--- config.mk ---
export PLATFORM = sky130hd
export DESIGN_NAME = cpu_trace_capture
export DESIGN_NICKNAME = d
export VERILOG_FILES = /design/src/rtl/cpu_trace_pkg.sv /design/src/rtl/trace_fifo.sv /design/src/rtl/cpu_trace_capture.sv
export SDC_FILE = /design/constraint.sdc
export NUM_CORES = 1
export LEC_CHECK = 0
export ABC_AREA = 1
export CORE_ASPECT_RATIO = 0.5
export CORE_MARGIN = 2
export CORE_UTILIZATION = 45
export DETAILED_ROUTE_END_ITERATION = 8
export GPL_TIMING_DRIVEN = 0
export PLACE_DENSITY_LB_ADDON = 0.2
export SLEW_MARGIN = 20
export SYNTH_ARGS = -nofsm -noshare
export SYNTH_HDL_FRONTEND = slang
export SYNTH_SLANG_ARGS = --single-unit
--- constraint.sdc ---
create_clock -name clk -period 23.7 [get_ports clk]
set_input_delay 7.11 -clock clk [delete_from_list [all_inputs] [get_ports clk]]
set_output_delay 7.11 -clock clk [all_outputs]
set_load 0.01 [all_outputs]
--- src/rtl/cpu_trace_pkg.sv ---
// Shared types for the CPU trace buffer: capture FSM states and the 96-bit trace entry.
package cpu_trace_pkg;

  localparam int TRACE_W = 96;

  typedef enum logic [1:0] {
    ST_IDLE    = 2'd0,
    ST_CAPTURE = 2'd1,
    ST_DRAIN   = 2'd2
  } trace_state_e;

  typedef struct packed {
    logic [31:0] pc;
    logic [31:0] instr;
    logic [31:0] result;
  } trace_entry_t;

endpackage

--- src/rtl/trace_fifo.sv ---
// Circular trace store, first-word fall-through. Latency: push visible the cycle after the edge.
// Backpressure: a push into a full buffer is dropped (pulsed on dropped); a same-cycle pop frees no room.
module trace_fifo
  import cpu_trace_pkg::*;
#(
  parameter int  DEPTH = 16,
  localparam int AW    = $clog2(DEPTH)
) (
  input  logic         clk,
  input  logic         reset,
  input  logic         push,
  input  logic         pop,
  input  logic         flush,
  input  trace_entry_t din,
  output trace_entry_t dout,
  output logic [AW:0]  count,
  output logic         full,
  output logic         empty,
  output logic         dropped
);

  localparam logic [AW:0] FULL_CNT = DEPTH[AW:0];

  logic [TRACE_W-1:0] r_mem [DEPTH];
  logic [AW-1:0]      r_wr_ptr;
  logic [AW-1:0]      r_rd_ptr;
  logic [AW:0]        r_count;
  logic               w_push_ok;
  logic               w_pop_ok;

  assign full      = (r_count == FULL_CNT);
  assign empty     = (r_count == '0);
  assign w_push_ok = push && !full && !flush;
  assign w_pop_ok  = pop && !empty && !flush;
  assign dropped   = push && full;
  assign count     = r_count;

  // Storage has no reset; the head is gated to zero whenever nothing is held.
  assign dout = empty ? '0 : trace_entry_t'(r_mem[r_rd_ptr]);

  always_ff @(posedge clk) begin
    if (w_push_ok) r_mem[r_wr_ptr] <= din;
  end

  always_ff @(posedge clk or posedge reset) begin
    if (reset) begin
      r_wr_ptr <= '0;
      r_rd_ptr <= '0;
      r_count  <= '0;
    end else if (flush) begin
      r_wr_ptr <= '0;
      r_rd_ptr <= '0;
      r_count  <= '0;
    end else begin
      if (w_push_ok) r_wr_ptr <= r_wr_ptr + 1'b1;
      if (w_pop_ok)  r_rd_ptr <= r_rd_ptr + 1'b1;
      case ({w_push_ok, w_pop_ok})
        2'b10:   r_count <= r_count + 1'b1;
        2'b01:   r_count <= r_count - 1'b1;
        default: r_count <= r_count;
      endcase
    end
  end

endmodule

--- src/rtl/cpu_trace_capture.sv ---
// Records one entry per new CPU instruction, stops on an optional PC breakpoint, drains via valid/ready.
// Latency: sample at edge N readable after N. Backpressure: rd_ready stalls the head; full buffer drops and sets overflow.
module cpu_trace_capture
  import cpu_trace_pkg::*;
#(
  parameter int  DEPTH = 16,
  localparam int AW    = $clog2(DEPTH)
) (
  input  logic          clk,
  input  logic          reset,
  input  logic [31:0]   current_PC,
  input  logic [31:0]   instruction_out,
  input  logic [31:0]   ALU_result_out,
  input  logic          start,
  input  logic          stop_en,
  input  logic [31:0]   stop_pc,
  output logic          rd_valid,
  input  logic          rd_ready,
  output logic [31:0]   rd_pc,
  output logic [31:0]   rd_instr,
  output logic [31:0]   rd_result,
  output logic [AW:0]   count,
  output logic          overflow,
  output logic [1:0]    state
);

  trace_state_e r_state;
  logic [31:0]  r_last_pc;
  logic         r_first;
  logic         r_overflow;

  logic         w_new;
  logic         w_push;
  logic         w_hit;
  logic         w_flush;
  logic         w_empty;
  logic         w_dropped;
  logic         w_unused_full;
  logic [AW:0]  w_count;
  trace_entry_t w_din;
  trace_entry_t w_dout;

  assign w_new   = r_first || (current_PC != r_last_pc);
  assign w_push  = (r_state == ST_CAPTURE) && w_new;
  assign w_hit   = w_push && stop_en && (current_PC == stop_pc);
  // start is only honoured outside CAPTURE, so a flush never races a push.
  assign w_flush = start && (r_state != ST_CAPTURE);

  assign w_din = '{pc: current_PC, instr: instruction_out, result: ALU_result_out};

  trace_fifo #(.DEPTH(DEPTH)) u_fifo (
    .clk     (clk),
    .reset   (reset),
    .push    (w_push),
    .pop     (rd_ready),
    .flush   (w_flush),
    .din     (w_din),
    .dout    (w_dout),
    .count   (w_count),
    .full    (w_unused_full),
    .empty   (w_empty),
    .dropped (w_dropped)
  );

  always_ff @(posedge clk or posedge reset) begin
    if (reset) begin
      r_state    <= ST_IDLE;
      r_last_pc  <= '0;
      r_first    <= 1'b0;
      r_overflow <= 1'b0;
    end else begin
      case (r_state)
        ST_IDLE: begin
          if (start) begin
            r_state    <= ST_CAPTURE;
            r_first    <= 1'b1;
            r_overflow <= 1'b0;
          end
        end
        ST_CAPTURE: begin
          if (w_push) begin
            r_last_pc <= current_PC;
            r_first   <= 1'b0;
          end
          if (w_dropped) r_overflow <= 1'b1;
          if (w_hit)     r_state    <= ST_DRAIN;
        end
        ST_DRAIN: begin
          if (start) begin
            r_state    <= ST_CAPTURE;
            r_first    <= 1'b1;
            r_overflow <= 1'b0;
          end else if (w_count == '0) begin
            r_state <= ST_IDLE;
          end
        end
        default: r_state <= ST_IDLE;
      endcase
    end
  end

  assign rd_valid  = !w_empty;
  assign rd_pc     = w_dout.pc;
  assign rd_instr  = w_dout.instr;
  assign rd_result = w_dout.result;
  assign count     = w_count;
  assign overflow  = r_overflow;
  assign state     = r_state;

endmodule

==> reports/metrics.yaml, run 1 <==
period_share_pct: 52.2
drc: 0
post_cts_resized: 0
crit_path_max_fanout: 10
hp-start: "r_first"
hold_viol: 0
period_needed_ps: 12380
detail_route.wl_per_cell_um: 28.8
p_per_area_mw_per_mm2: 132
place_ws_ps: 11630
hold_buffers: 0
synth.cell_area_mm2: 0.0623
p_leak_nw: 24.2
tightest_slew_ps: 1230
layout-drive-gt1-share_pct: 11.0
endpoint_kind: "output pin"
cts.path.max_buffers: 3
vias: 44100
syn-mean-instance-area_um2: 13.7
drt_wl_total_mm: 207
seq_area_mm2: 0.0474
vdd_drop_max_uv: 83.7
total_power_w: 0.00981
area_growth_syn_to_layout_pct: 18.8
gp_congestion: 0.843
cts_buffers: 145
clock_latency_ps: 790
netlist_instances: 4559
post_cts_buffers: 0
timing.fmax_ghz: 0.0808
grt_start_max_net_pins: 50
yosys_warnings: 0
first_global_vias: 42200
root_buffer: "clkbuf_16"
first_pass_iters: 6
drtIter0Drc: 6870
required_ps: 16590
cts.htree.levels: 4
final-setup-viol-count: 0
tritoncts: "done"
hp-class: "flip-flop to flip-flop"
syn_nets: 4701
die_h_um: 267
reg2reg_from: "r_last_pc[0]"
ios: 238
viasPerCell: 6.14
rsz0062_at_grt: "false"
grtUsageTotal_pct: 28.8
drv_slew: 0
fp.dieW_um: 530
critPathLaunchType: "flip-flop"
place_area_mm2: 0.0692
multi_input_area_mm2: 0.0133
path_clk_slew_ps: 60
antenna_found_initial: 17
clock_sinks: 1585
path_class: "flip-flop to output pin"
design.core.area_mm2: 0.137
yosysSeqAreaShare_pct: 76.0
synth.distinct_cells: 30
start_util_pct: 45.4
nets: 5336
crit_arrival_ps: 5270
relSlewSlack_pct: 17.8
dp_hpwl_mm: 144
ys_ff_latch: 1585
fin_area_mm2: 0.0740
row_count: 96
ant_nets: 0
die_area_mm2: 0.142
grt_pass1_wl_mm: 293
drv_cap: 0
overflow: 0
fillers: 11200
io_buffers: 237
skew_ps: 22.5
fin_ws_ps: 11320
status: "finished, final reports clean"
crit_start: "u_fifo.r_rd_ptr[3]"
-- critical path, stage by stage, from the launching register on --
cell and delay, ps:
dfrtp_1 360, clkbuf_1 450, inv_2 590, clkbuf_1 940, clkbuf_1 850, o211ai_1 350
a21oi_1 330, clkdlybuf4s50_1 600
-- kinds of logic after synthesis --
group,after synthesis,share of synthesized area [%]
flops,1585,76.0
compound gates,1420,13.7
fa+ha+maj,9,0.181
buf+inv,416,2.79
xor+xnor,30,0.422
simple gates,1099,6.89
-- placed cells by master, fill, tap and decap left out, types with 3 or more instances in the layout --
cell type,n
inv_6,7
inv_2,3
xnor2_1,17
ha_1,9
o22ai_1,119
clkinvlp_4,6
buf_6,38
clkbuf_16,149
nand3_1,100
a21oi_1,101
clkbuf_1,250
nor3_1,3
buf_2,63
nor3_2,16
bufinv_16,17
clkinv_2,20
buf_1,8
inv_1,72
clkbuf_8,5
nand2_1,166
edfxtp_1,1536
xor2_1,13
or2_2,3
clkinv_8,3
buf_4,233
o21ai_0,810
clkdlybuf4s50_1,237
o211ai_1,116
dfrtp_1,49
clkbuf_2,14
nand4_1,4
nor2_1,805
o221ai_1,268
clkinv_1,37
diode_2,9
-- where the power goes --
| group | switching, W | total [W] | internal, W |
|---|---|---|---|
| combinational | 0.00263 | 0.00376 | 0.00113 |
| sequential | 0.0000923 | 0.00362 | 0.00353 |
| clock | 0.00107 | 0.00243 | 0.00136 |
-- layer usage --
metal / global-route usage (%) / wire length [µm] / up-vias
met5: 0 / 34 / -
met4: 11.7 / 7780 / 6
met3: 7.51 / 25700 / 407
met2: 42.7 / 90400 / 2837
met1: 40.6 / 83300 / 22200
li1: - / - / 18600
-- worst paths after layout --
path                                              to  slack (ps)  depth (start not counted)
worst max-delay path                   rd_result[30]       11320                          7
max in group asynchronous               r_last_pc[0]       16400                          2
worst min-delay path                         r_first         470                          2
worst max register to register  u_fifo.r_mem[14][47]       19610                         19
min in group asynchronous            u_fifo.count[2]        6800                          2
worst min register to register               r_first         470                          2
-- synthesized netlist by cell type (all sizes together) --
cell type	n	area share [%]
ha	9	0.18
a21oi	101	0.81
xnor2	17	0.24
clkinv	2	0.012
edfxtp	1536	74
nand4	4	0.040
o221ai	268	3.8
or2	3	0.030
a21boi	1	0.012
nor2	805	4.8
clkbuf	244	1.5
xor2	13	0.18
a21o	1	0.012
nor3	19	0.15
inv	76	0.46
o21ai	812	6.5
o211ai	116	1.4
nand3	100	0.80
nor4	1	0.010
buf	94	0.85
o22ai	119	1.2
nand2	167	1.0
dfrtp	49	2.0
o2111ai	2	0.028
-- state kept, by name, summed over array words and instances (netlist names) --
register / count
u_fifo.r_rd_ptr: 4
u_fifo.r_wr_ptr: 4
overflow: 1
state: 2
u_fifo.count: 5
u_fifo.r_mem: 1536
r_last_pc: 32
r_first: 1
-- per-stage QoR --
stage	hold slack, ps	std cells	util (%)	setup TNS [ps]
2_1_floorplan	443	4559	-	0
3_3_place_gp	460	6658	48.8	-1729210
3_5_place_dp	461	6909	50.4	0
4_1_cts	475	7174	53.9	0
5_1_grt	493	7183	53.9	0
6_report	471	7183	53.9	0
-- cell type report --
type | instances | share of cell area, %
timing repair buffer | 488 | 6.00
inverter | 78 | 0.399
antenna | 9 | 0.0304
clock inverter | 91 | 1.27
tap | 1862 | 3.15
sequential | 1585 | 64.0
buffer | 338 | 1.98
multi-input combinational | 2558 | 18.0
clock buffer | 174 | 5.23
No activity file was read; power rests on OpenSTA's default activity.
==> inputs of run 2 (changes only) <==
==> constraint.sdc (replaced) <==
create_clock -name clk -period 12.45 [get_ports clk]
set_input_delay 3.735 -clock clk [delete_from_list [all_inputs] [get_ports clk]]
set_output_delay 3.735 -clock clk [all_outputs]
set_load 0.01 [all_outputs]
==> results of run 2 <==
Same layout as run 1 (identical final DEF). Status: finished, final reports clean.
Among the figures that moved: setup slack after placement 11630 ps -> 3750 ps; setup slack after layout 11320 ps -> 3440 ps; register-to-register setup slack 19610 ps -> 8360 ps; total power 0.00981 W -> 0.0187 W; worst IR drop on VDD 83.7 µV -> 159 µV
